**src/rtl/rb1_reverse_ctrl.sv**
```systemverilog
// Frame controller in front of the 18x8 single-port RAM RB1: loads one frame of
// bytes into addresses 0..WORD_DEPTH-1, then streams them back out in reverse order.
module rb1_reverse_ctrl #(
    parameter int WORD_WIDTH = 8,
    parameter int WORD_DEPTH = 18,
    parameter int ADDR_WIDTH = 5
) (
    input  logic                  CLK,
    input  logic                  RESETn,
    input  logic                  IN_VALID,
    output logic                  IN_READY,
    input  logic [WORD_WIDTH-1:0] IN_DATA,
    output logic                  OUT_VALID,
    input  logic                  OUT_READY,
    output logic [WORD_WIDTH-1:0] OUT_DATA,
    output logic                  DONE,
    output logic [ADDR_WIDTH-1:0] RAM_A,
    output logic [WORD_WIDTH-1:0] RAM_D,
    output logic                  RAM_WENn,
    input  logic [WORD_WIDTH-1:0] RAM_Q
);

    // state      | meaning
    // S_IDLE     | one cycle after reset, raises IN_READY
    // S_LOAD     | accepting bytes, writing RAM at wr_cnt
    // S_RD_ISSUE | read address rd_ptr presented, RAM captures Q on this edge
    // S_RD_WAIT  | RAM_Q valid, copied into the output register
    // S_OUT      | OUT_VALID held until the downstream handshake
    // S_DONE     | DONE pulse, re-arms input for the next frame
    typedef enum logic [2:0] {
        S_IDLE,
        S_LOAD,
        S_RD_ISSUE,
        S_RD_WAIT,
        S_OUT,
        S_DONE
    } state_t;

    localparam logic [ADDR_WIDTH-1:0] LAST_ADDR = ADDR_WIDTH'(WORD_DEPTH - 1);

    state_t                  state_q, state_d;
    logic                    in_ready_q, in_ready_d;
    logic                    out_valid_q, out_valid_d;
    logic [WORD_WIDTH-1:0]   out_data_q, out_data_d;
    logic                    done_q, done_d;
    logic [ADDR_WIDTH-1:0]   wr_cnt_q, wr_cnt_d;
    logic [ADDR_WIDTH-1:0]   rd_ptr_q, rd_ptr_d;

    logic in_hs;
    logic out_hs;

    assign in_hs  = (state_q == S_LOAD) && IN_VALID && in_ready_q;
    assign out_hs = (state_q == S_OUT) && out_valid_q && OUT_READY;

    assign RAM_D    = IN_DATA;
    assign RAM_A    = (state_q == S_LOAD) ? wr_cnt_q : rd_ptr_q;
    assign RAM_WENn = ~in_hs;

    assign IN_READY  = in_ready_q;
    assign OUT_VALID = out_valid_q;
    assign OUT_DATA  = out_data_q;
    assign DONE      = done_q;

    always_comb begin
        state_d     = state_q;
        in_ready_d  = in_ready_q;
        out_valid_d = out_valid_q;
        out_data_d  = out_data_q;
        done_d      = 1'b0;
        wr_cnt_d    = wr_cnt_q;
        rd_ptr_d    = rd_ptr_q;

        unique case (state_q)
            S_IDLE: begin
                in_ready_d = 1'b1;
                state_d    = S_LOAD;
            end
            S_LOAD: begin
                if (in_hs) begin
                    if (wr_cnt_q == LAST_ADDR) begin
                        in_ready_d = 1'b0;
                        wr_cnt_d   = '0;
                        rd_ptr_d   = LAST_ADDR;
                        state_d    = S_RD_ISSUE;
                    end else begin
                        wr_cnt_d = wr_cnt_q + 1'b1;
                    end
                end
            end
            S_RD_ISSUE: begin
                state_d = S_RD_WAIT;
            end
            S_RD_WAIT: begin
                out_data_d  = RAM_Q;
                out_valid_d = 1'b1;
                state_d     = S_OUT;
            end
            S_OUT: begin
                if (out_hs) begin
                    out_valid_d = 1'b0;
                    if (rd_ptr_q == '0) begin
                        done_d  = 1'b1;
                        state_d = S_DONE;
                    end else begin
                        rd_ptr_d = rd_ptr_q - 1'b1;
                        state_d  = S_RD_ISSUE;
                    end
                end
            end
            S_DONE: begin
                in_ready_d = 1'b1;
                state_d    = S_LOAD;
            end
            default: begin
                state_d = S_IDLE;
            end
        endcase
    end

    always_ff @(posedge CLK or negedge RESETn) begin
        if (!RESETn) begin
            state_q     <= S_IDLE;
            in_ready_q  <= 1'b0;
            out_valid_q <= 1'b0;
            out_data_q  <= '0;
            done_q      <= 1'b0;
            wr_cnt_q    <= '0;
            rd_ptr_q    <= '0;
        end else begin
            state_q     <= state_d;
            in_ready_q  <= in_ready_d;
            out_valid_q <= out_valid_d;
            out_data_q  <= out_data_d;
            done_q      <= done_d;
            wr_cnt_q    <= wr_cnt_d;
            rd_ptr_q    <= rd_ptr_d;
        end
    end

endmodule

```
**config.mk**
```make
export PLATFORM = sky130hd
export DESIGN_NAME = rb1_reverse_ctrl
export DESIGN_NICKNAME = d
export VERILOG_FILES = /design/src/rtl/rb1_reverse_ctrl.sv
export SDC_FILE = /design/constraint.sdc
export NUM_CORES = 1
export LEC_CHECK = 0
export BUFFER_PORTS_ARGS = -buffer_cell sky130_fd_sc_hd__clkbuf_2
export CORE_MARGIN = 1.5
export CORE_UTILIZATION = 40
export DETAILED_ROUTE_END_ITERATION = 16
export PLACE_DENSITY = 0.66
export SKIP_LAST_GASP = 1
export SYNTH_ARGS = -nofsm -noshare
export SYNTH_HDL_FRONTEND = slang
export SYNTH_SLANG_ARGS = --single-unit
```
**constraint.sdc**
```tcl
create_clock -name CLK -period 4.7 [get_ports CLK]
set_input_delay 0.705 -clock CLK [delete_from_list [all_inputs] [get_ports CLK]]
set_output_delay 0.705 -clock CLK [all_outputs]
set_load 0.05 [all_outputs]
```
==> flow_metrics.env, run 1 <==
export IMPL_total_power_w=0.000885
export IMPL_reg2reg_slack_ns=2.73
export IMPL_syn_area_sq_um=1270
export IMPL_layout_nets=167
export IMPL_floorplan_rows=20
export IMPL_status="complete, no violations"
export IMPL_ys_types=39
export IMPL_synth_top_family_by_area="simple AND/OR/NAND/NOR gates"
export IMPL_skew_ns=0.00581
export IMPL_p_int_w=0.000431
export IMPL_worst_path_buf_inv=2
export IMPL_post_drt_wl_per_cell_microns=13.3
export IMPL_drc=0
export IMPL_syn_to_final_growth_pct=11.4
export IMPL_die_y_microns=59.3
export IMPL_crit_path_top_delay_cell="dfrtp_1"
export IMPL_synth_edff_count=0
export IMPL_grt_pass1_wl_microns=4220
export IMPL_crit_path_start_kind="flop"
export IMPL_crit_arrival_ns=1.92
export IMPL_cpLargestDelayFamily="flip-flops"
export IMPL_synth_compound_area_share_pct=15.2
export IMPL_cts_sinks=24
export IMPL_die_w_microns=59.3
export IMPL_cts_setup_buffers=0
export IMPL_ir_drop_mv=0.284
export IMPL_syn_area_per_cell_sq_um=10.4
export IMPL_fin_util_pct=46.7
export IMPL_synth_nets=145
export IMPL_cts_root_buffer="clkbuf_4"
export IMPL_drt_iter0_markers=40
export IMPL_grt_max_degree=25
export IMPL_muxShareOfSynthArea_pct=9.75
export IMPL_p_leak_nw=0.634
export IMPL_numCtsBuffers=3
export IMPL_ant_nets=0
export IMPL_slew_violations=0
export IMPL_async_flop_share_pct=100
export IMPL_htree_levels=1
export IMPL_synth_xor_area_share_pct=0.690
export IMPL_clk_latency_ns=0.32
export IMPL_sequentialPowerShare_pct=37.7
export IMPL_combPwrFrac_pct=52.2
export IMPL_seq_area_frac_synth_pct=47.3
export IMPL_grt_overflow=0
export IMPL_post_place_cells=183
export IMPL_finalHoldViolCount=0
export IMPL_clk_pin_slew_ns=0.12
export IMPL_cap_violations=0
export IMPL_synth_adder_area_share_pct=2.96
export IMPL_worst_r2r_cell_count=6
export IMPL_ios=45
export IMPL_die_area_sq_um=3520
export IMPL_final_cells=186
export IMPL_post_cts_resized=0
export IMPL_n_antenna_cell=0
export IMPL_port_buffers=28
export IMPL_ys_flop_type="dfrtp_1"
export IMPL_maxSlewHeadroom_pct=60.0
export IMPL_initial_core_util_pct=41.9
export IMPL_worst_pin_slew_ns=0.599
export IMPL_final_min_clock_period_ns=2.62
export IMPL_slowest_delay_ns=0.43
export IMPL_cts_tree="done"
export IMPL_grt_pass1_vias=958
export IMPL_cp_cell_sequence="inv_1 -> nor3_2 -> mux2_2 -> clkbuf_2"
export IMPL_worst_endpoint_required_ns=3.99
export IMPL_place_congestion=0.796
export IMPL_clock_path_buffers=2
export IMPL_nFillCells=291
export IMPL_fin_crit_sh_pct=55.8
export IMPL_vias_per_cell=5.34
export IMPL_worstSetupEndpointType="primary output"
export IMPL_vias=994
export IMPL_rsz0062_at_grt="no"
export IMPL_holdWs_ns=0.373
export IMPL_synth_cells=122
export IMPL_grt_use_total_pct=15.8
export IMPL_max_freq_mhz=381
export IMPL_r2r_end="rd_ptr_q[0]$_DFFE_PN0P_"
export IMPL_setup_viol=0
export IMPL_clockPowerShare_pct=10.1
export IMPL_core_sq_um=3030
export IMPL_crit_fanout=7
export IMPL_dp_hpwl_microns=1890
export IMPL_worstHoldPathType="in -> async"
export IMPL_drive_gt1_share_pct=32.4
export IMPL_drt_wl_total_microns=2470
export IMPL_antenna_found_initial=0
export IMPL_dr_pass1_iters=4
export IMPL_rr_startpoint="rd_ptr_q[0]$_DFFE_PN0P_"
export IMPL_cts_hold_buf=0
export IMPL_p_sw_share_pct=51.3
export IMPL_yosys_area_share_simple_pct=16.9
export IMPL_ys_ff_latch=24
export IMPL_p_switching_w=0.000454
export IMPL_yosys_warnings=0
export IMPL_power_density_nw_per_um2=625
export IMPL_critical_path_class="reg -> out"
export IMPL_finalSetupTns_ns=0
## Yosys cell counts (all sizes together), types with 2 or more instances
| library cell | n | area share, % |
|---|---|---|
| a21oi | 6 | 2.7 |
| buf | 9 | 5.1 |
| clkbuf | 2 | 0.59 |
| dfrtp | 24 | 47 |
| ha | 3 | 3.0 |
| inv | 5 | 1.5 |
| mux2 | 11 | 9.8 |
| nand2 | 11 | 3.3 |
| nand3 | 4 | 1.6 |
| nor2 | 7 | 2.1 |
| nor2b | 2 | 0.99 |
| nor3 | 4 | 2.0 |
| o21a | 2 | 1.2 |
| o21ai | 8 | 3.2 |
| o31ai | 4 | 2.4 |
## registers in the layout, indices dropped and copies added (netlist names)
signal,flops
wr_cnt_q,5
OUT_DATA,8
rd_ptr_q,5
DONE,1
IN_READY,1
OUT_VALID,1
state_q,3
## cell usage in the layout (no fill, tap or decap), types with 2 or more instances in the layout
cell type	n
nand2_1	11
o31ai_1	4
nor3_1	3
o21a_1	2
nor2b_1	2
ha_1	3
mux2_2	11
clkbuf_4	3
nand3_1	4
dfrtp_1	24
nor2_1	7
o21ai_0	7
inv_1	5
clkbuf_2	28
a21oi_1	5
## cells by family (layout without fill, tap and decap cells)
kind of cell,count (synthesis),in the layout
XOR/XNOR,1,1
buffers and inverters,16,36
multiplexers,11,11
flip-flops,24,24
adder cells (fa/ha/maj),3,3
AND/OR/NAND/NOR,38,38
AO/OA/AOI/OAI,29,29
## metrics by stage
step / cell area [sq um] / setup WS [ns]
5_1_grt: 1420 / 1.95
6_report: 1420 / 2.08
2_1_floorplan: 1270 / 2.17
4_1_cts: 1420 / 2.07
3_5_place_dp: 1390 / 2.42
3_3_place_gp: 1390 / 2.42
## power groups by stage
stage | Sequential, W | Clock, W | Combinational, W
2_1_floorplan | 0.000462 | 0 | 0.000250
3_3_place_gp | 0.000333 | 0 | 0.000459
3_5_place_dp | 0.000336 | 0 | 0.000465
4_1_cts | 0.000333 | 0.0000927 | 0.000465
5_1_grt | 0.000345 | 0.0000988 | 0.000491
6_report | 0.000334 | 0.0000891 | 0.000462
## how the worst max path moves through the flow
stage / cells past startpoint / slack [ns] / endpoint / from
floorplan: 3 / 2.17 / RAM_A[0] / state_q[1]$_DFFE_PN0P_
global placement: 4 / 2.42 / RAM_WENn / IN_VALID
detailed placement: 4 / 2.42 / RAM_WENn / IN_VALID
CTS: 4 / 2.07 / RAM_A[2] / state_q[0]$_DFFE_PN0P_
global route: 4 / 1.95 / RAM_A[2] / state_q[0]$_DFFE_PN0P_
finish: 4 / 2.08 / RAM_A[2] / state_q[0]$_DFFE_PN0P_
## per-layer routing
metal | track usage (%) | vias up | wire length, microns
li1 | - | 476 | -
met1 | 20.4 | 477 | 1080
met2 | 26.2 | 36 | 1180
met3 | 2.40 | 5 | 162
met4 | 6.82 | 0 | 45
met5 | 0 | - | 0
## layout make-up
| cell class | instances | area, sq um | area share [%] |
|---|---|---|---|
| sequential | 24 | 601 | 42.4 |
| tap | 44 | 55.1 | 3.89 |
| multi-input combinational | 82 | 578 | 40.8 |
| timing repair buffer | 28 | 140 | 9.90 |
| clock buffer | 3 | 22.5 | 1.59 |
| inverter | 5 | 18.8 | 1.33 |
Power figures use the tool's default switching activity.
==> run 2: changes to the inputs <==
- clock period: 4.7 -> 2.55 ns (I/O delays scaled with it)
==> flow_metrics.env, run 2 (synthesized netlist as in run 1, its figures left out) <==
export IMPL_worst_r2r_cell_count=6
export IMPL_drt_iter0_markers=41
export IMPL_p_switching_w=0.000849
export IMPL_largest_reg_flops=8
export IMPL_p_leak_nw=0.648
export IMPL_ir_drop_mv=0.548
export IMPL_grt_use_total_pct=15.8
export IMPL_reg2reg_slack_ns=0.57
export IMPL_worst_endpoint_required_ns=2.17
export IMPL_die_area_sq_um=3520
export IMPL_final_common_cell="clkbuf_2"
export IMPL_die_y_microns=59.3
export IMPL_layout_nets=167
export IMPL_slowest_delay_ns=0.46
export IMPL_clock_path_buffers=2
export IMPL_clockPowerShare_pct=15.9
export IMPL_skew_ns=0.0175
export IMPL_worstHoldPathType="in -> async"
export IMPL_final_cells=187
export IMPL_worstSetupEndpointType="primary output"
export IMPL_grt_max_degree=25
export IMPL_slew_violations=0
export IMPL_postPlaceCellArea_sq_um=1390
export IMPL_finalSetupTns_ns=0
export IMPL_crit_arrival_ns=1.94
export IMPL_final_cell_mix="clkbuf_2 (28), dfrtp_1 (24), mux2_2 (11), nand2_1 (11)"
export IMPL_core_sq_um=3030
export IMPL_p_sw_share_pct=48.6
export IMPL_clk_pin_slew_ns=0.14
export IMPL_dr_pass1_iters=5
export IMPL_ios=45
export IMPL_p_int_w=0.000897
export IMPL_ant_nets=0
export IMPL_n_antenna_cell=0
export IMPL_cap_violations=0
export IMPL_cts_sinks=24
export IMPL_post_cts_resized=0
export IMPL_htree_levels=1
export IMPL_die_w_microns=59.3
export IMPL_maxSlewHeadroom_pct=61.1
export IMPL_critical_path_class="reg -> out"
export IMPL_syn_to_final_growth_pct=13.8
export IMPL_max_freq_mhz=431
export IMPL_drc=0
export IMPL_finalHoldViolCount=0
export IMPL_power_density_nw_per_um2=1210
export IMPL_cts_root_buffer="clkbuf_4"
export IMPL_sequentialPowerShare_pct=35.2
export IMPL_crit_path_top_delay_cell="dfrtp_1"
export IMPL_cts_hold_buf=0
export IMPL_grt_pass1_wl_microns=4200
export IMPL_status="complete, no violations"
export IMPL_worst_pin_slew_ns=0.583
export IMPL_crit_path_start_kind="flop"
export IMPL_port_buffers=28
export IMPL_initial_core_util_pct=41.9
export IMPL_vias_per_cell=5.31
export IMPL_r2r_end="rd_ptr_q[0]$_DFFE_PN0P_"
export IMPL_crit_fanout=7
export IMPL_drive_gt1_share_pct=32.9
export IMPL_holdWs_ns=0.0192
export IMPL_clk_latency_ns=0.33
export IMPL_vias=993
export IMPL_rsz0062_at_grt="no"
export IMPL_grt_overflow=0
export IMPL_fin_crit_sh_pct=91.0
export IMPL_cp_cell_sequence="inv_1 -> nor3_2 -> mux2_2 -> clkbuf_2"
export IMPL_antenna_found_initial=0
export IMPL_design_area_sq_um=1450
export IMPL_dp_hpwl_microns=1980
export IMPL_post_place_cells=183
export IMPL_setup_viol=0
export IMPL_cts_tree="done"
export IMPL_rr_startpoint="rd_ptr_q[0]$_DFFE_PN0P_"
export IMPL_combPwrFrac_pct=49.0
export IMPL_critPathLaunch="state_q[0]$_DFFE_PN0P_"
export IMPL_numCtsBuffers=3
export IMPL_post_drt_wl_per_cell_microns=13.8
export IMPL_final_min_clock_period_ns=2.32
export IMPL_cts_setup_buffers=0
export IMPL_grt_pass1_vias=921
export IMPL_place_congestion=0.786
export IMPL_floorplan_rows=20
export IMPL_drt_wl_total_microns=2580
run 2: cell count changes in the layout (fill, tap and decap cells not counted), sizes merged:
cell	change
bufinv	+1
run 2: layer usage:
layer  wire (microns)  global-route usage, %  vias up  part of all wire [%]
met5                0                      0        -                     0
met4               12                   5.84        0                  0.46
met3              194                   2.40        2                   7.5
met2             1240                   26.7       41                    48
met1             1140                   20.3      475                    44
li1                 -                      -      475                     -
run 2: how the worst max path moves through the flow:
stage / endpoint / slack, ns / cells after the start
final: RAM_A[4] / 0.23 / 4
after global routing: RAM_A[2] / 0.14 / 4
after CTS: RAM_A[4] / 0.23 / 4
after detailed placement: RAM_A[4] / 0.61 / 4
after global placement: RAM_A[2] / 0.63 / 4
after floorplan: RAM_A[0] / 0.34 / 3
run 2: final cells by class:
| class | instances | area (sq um) |
|---|---|---|
| Clock inverter | 1 | 30.0 |
| Multi-Input combinational cell | 82 | 578 |
| Sequential cell | 24 | 601 |
| Tap cell | 44 | 55.1 |
| Fill cell | 296 | 1580 |
| Clock buffer | 3 | 22.5 |
| Inverter | 5 | 18.8 |
| Timing Repair Buffer | 28 | 140 |
run 2: critical path: cells and delay by family, from the launching register on:
family                 cells  cell delay, ns
AND/OR/NAND/NOR            1            0.42
flip-flops                 1            0.46
buffers and inverters      2            0.36
multiplexers               1            0.39
run 2: power by group through the flow:
stage          registers, W  clock network (W)  logic, W
2_1_floorplan      0.000851                  0  0.000460
4_1_cts            0.000615           0.000281  0.000866
3_5_place_dp       0.000622                  0  0.000865
5_1_grt            0.000634           0.000295  0.000915
6_report           0.000614           0.000278  0.000855
3_3_place_gp       0.000611                  0  0.000851
run 2: per-stage QoR:
stage | util, % | total power (W) | setup slack, ns
global placement | 46.0 | 0.00146 | 0.628
floorplan | - | 0.00131 | 0.343
CTS | 47.7 | 0.00176 | 0.233
global route | 47.7 | 0.00184 | 0.139
detailed placement | 46.0 | 0.00149 | 0.614
finish | 47.7 | 0.00175 | 0.229
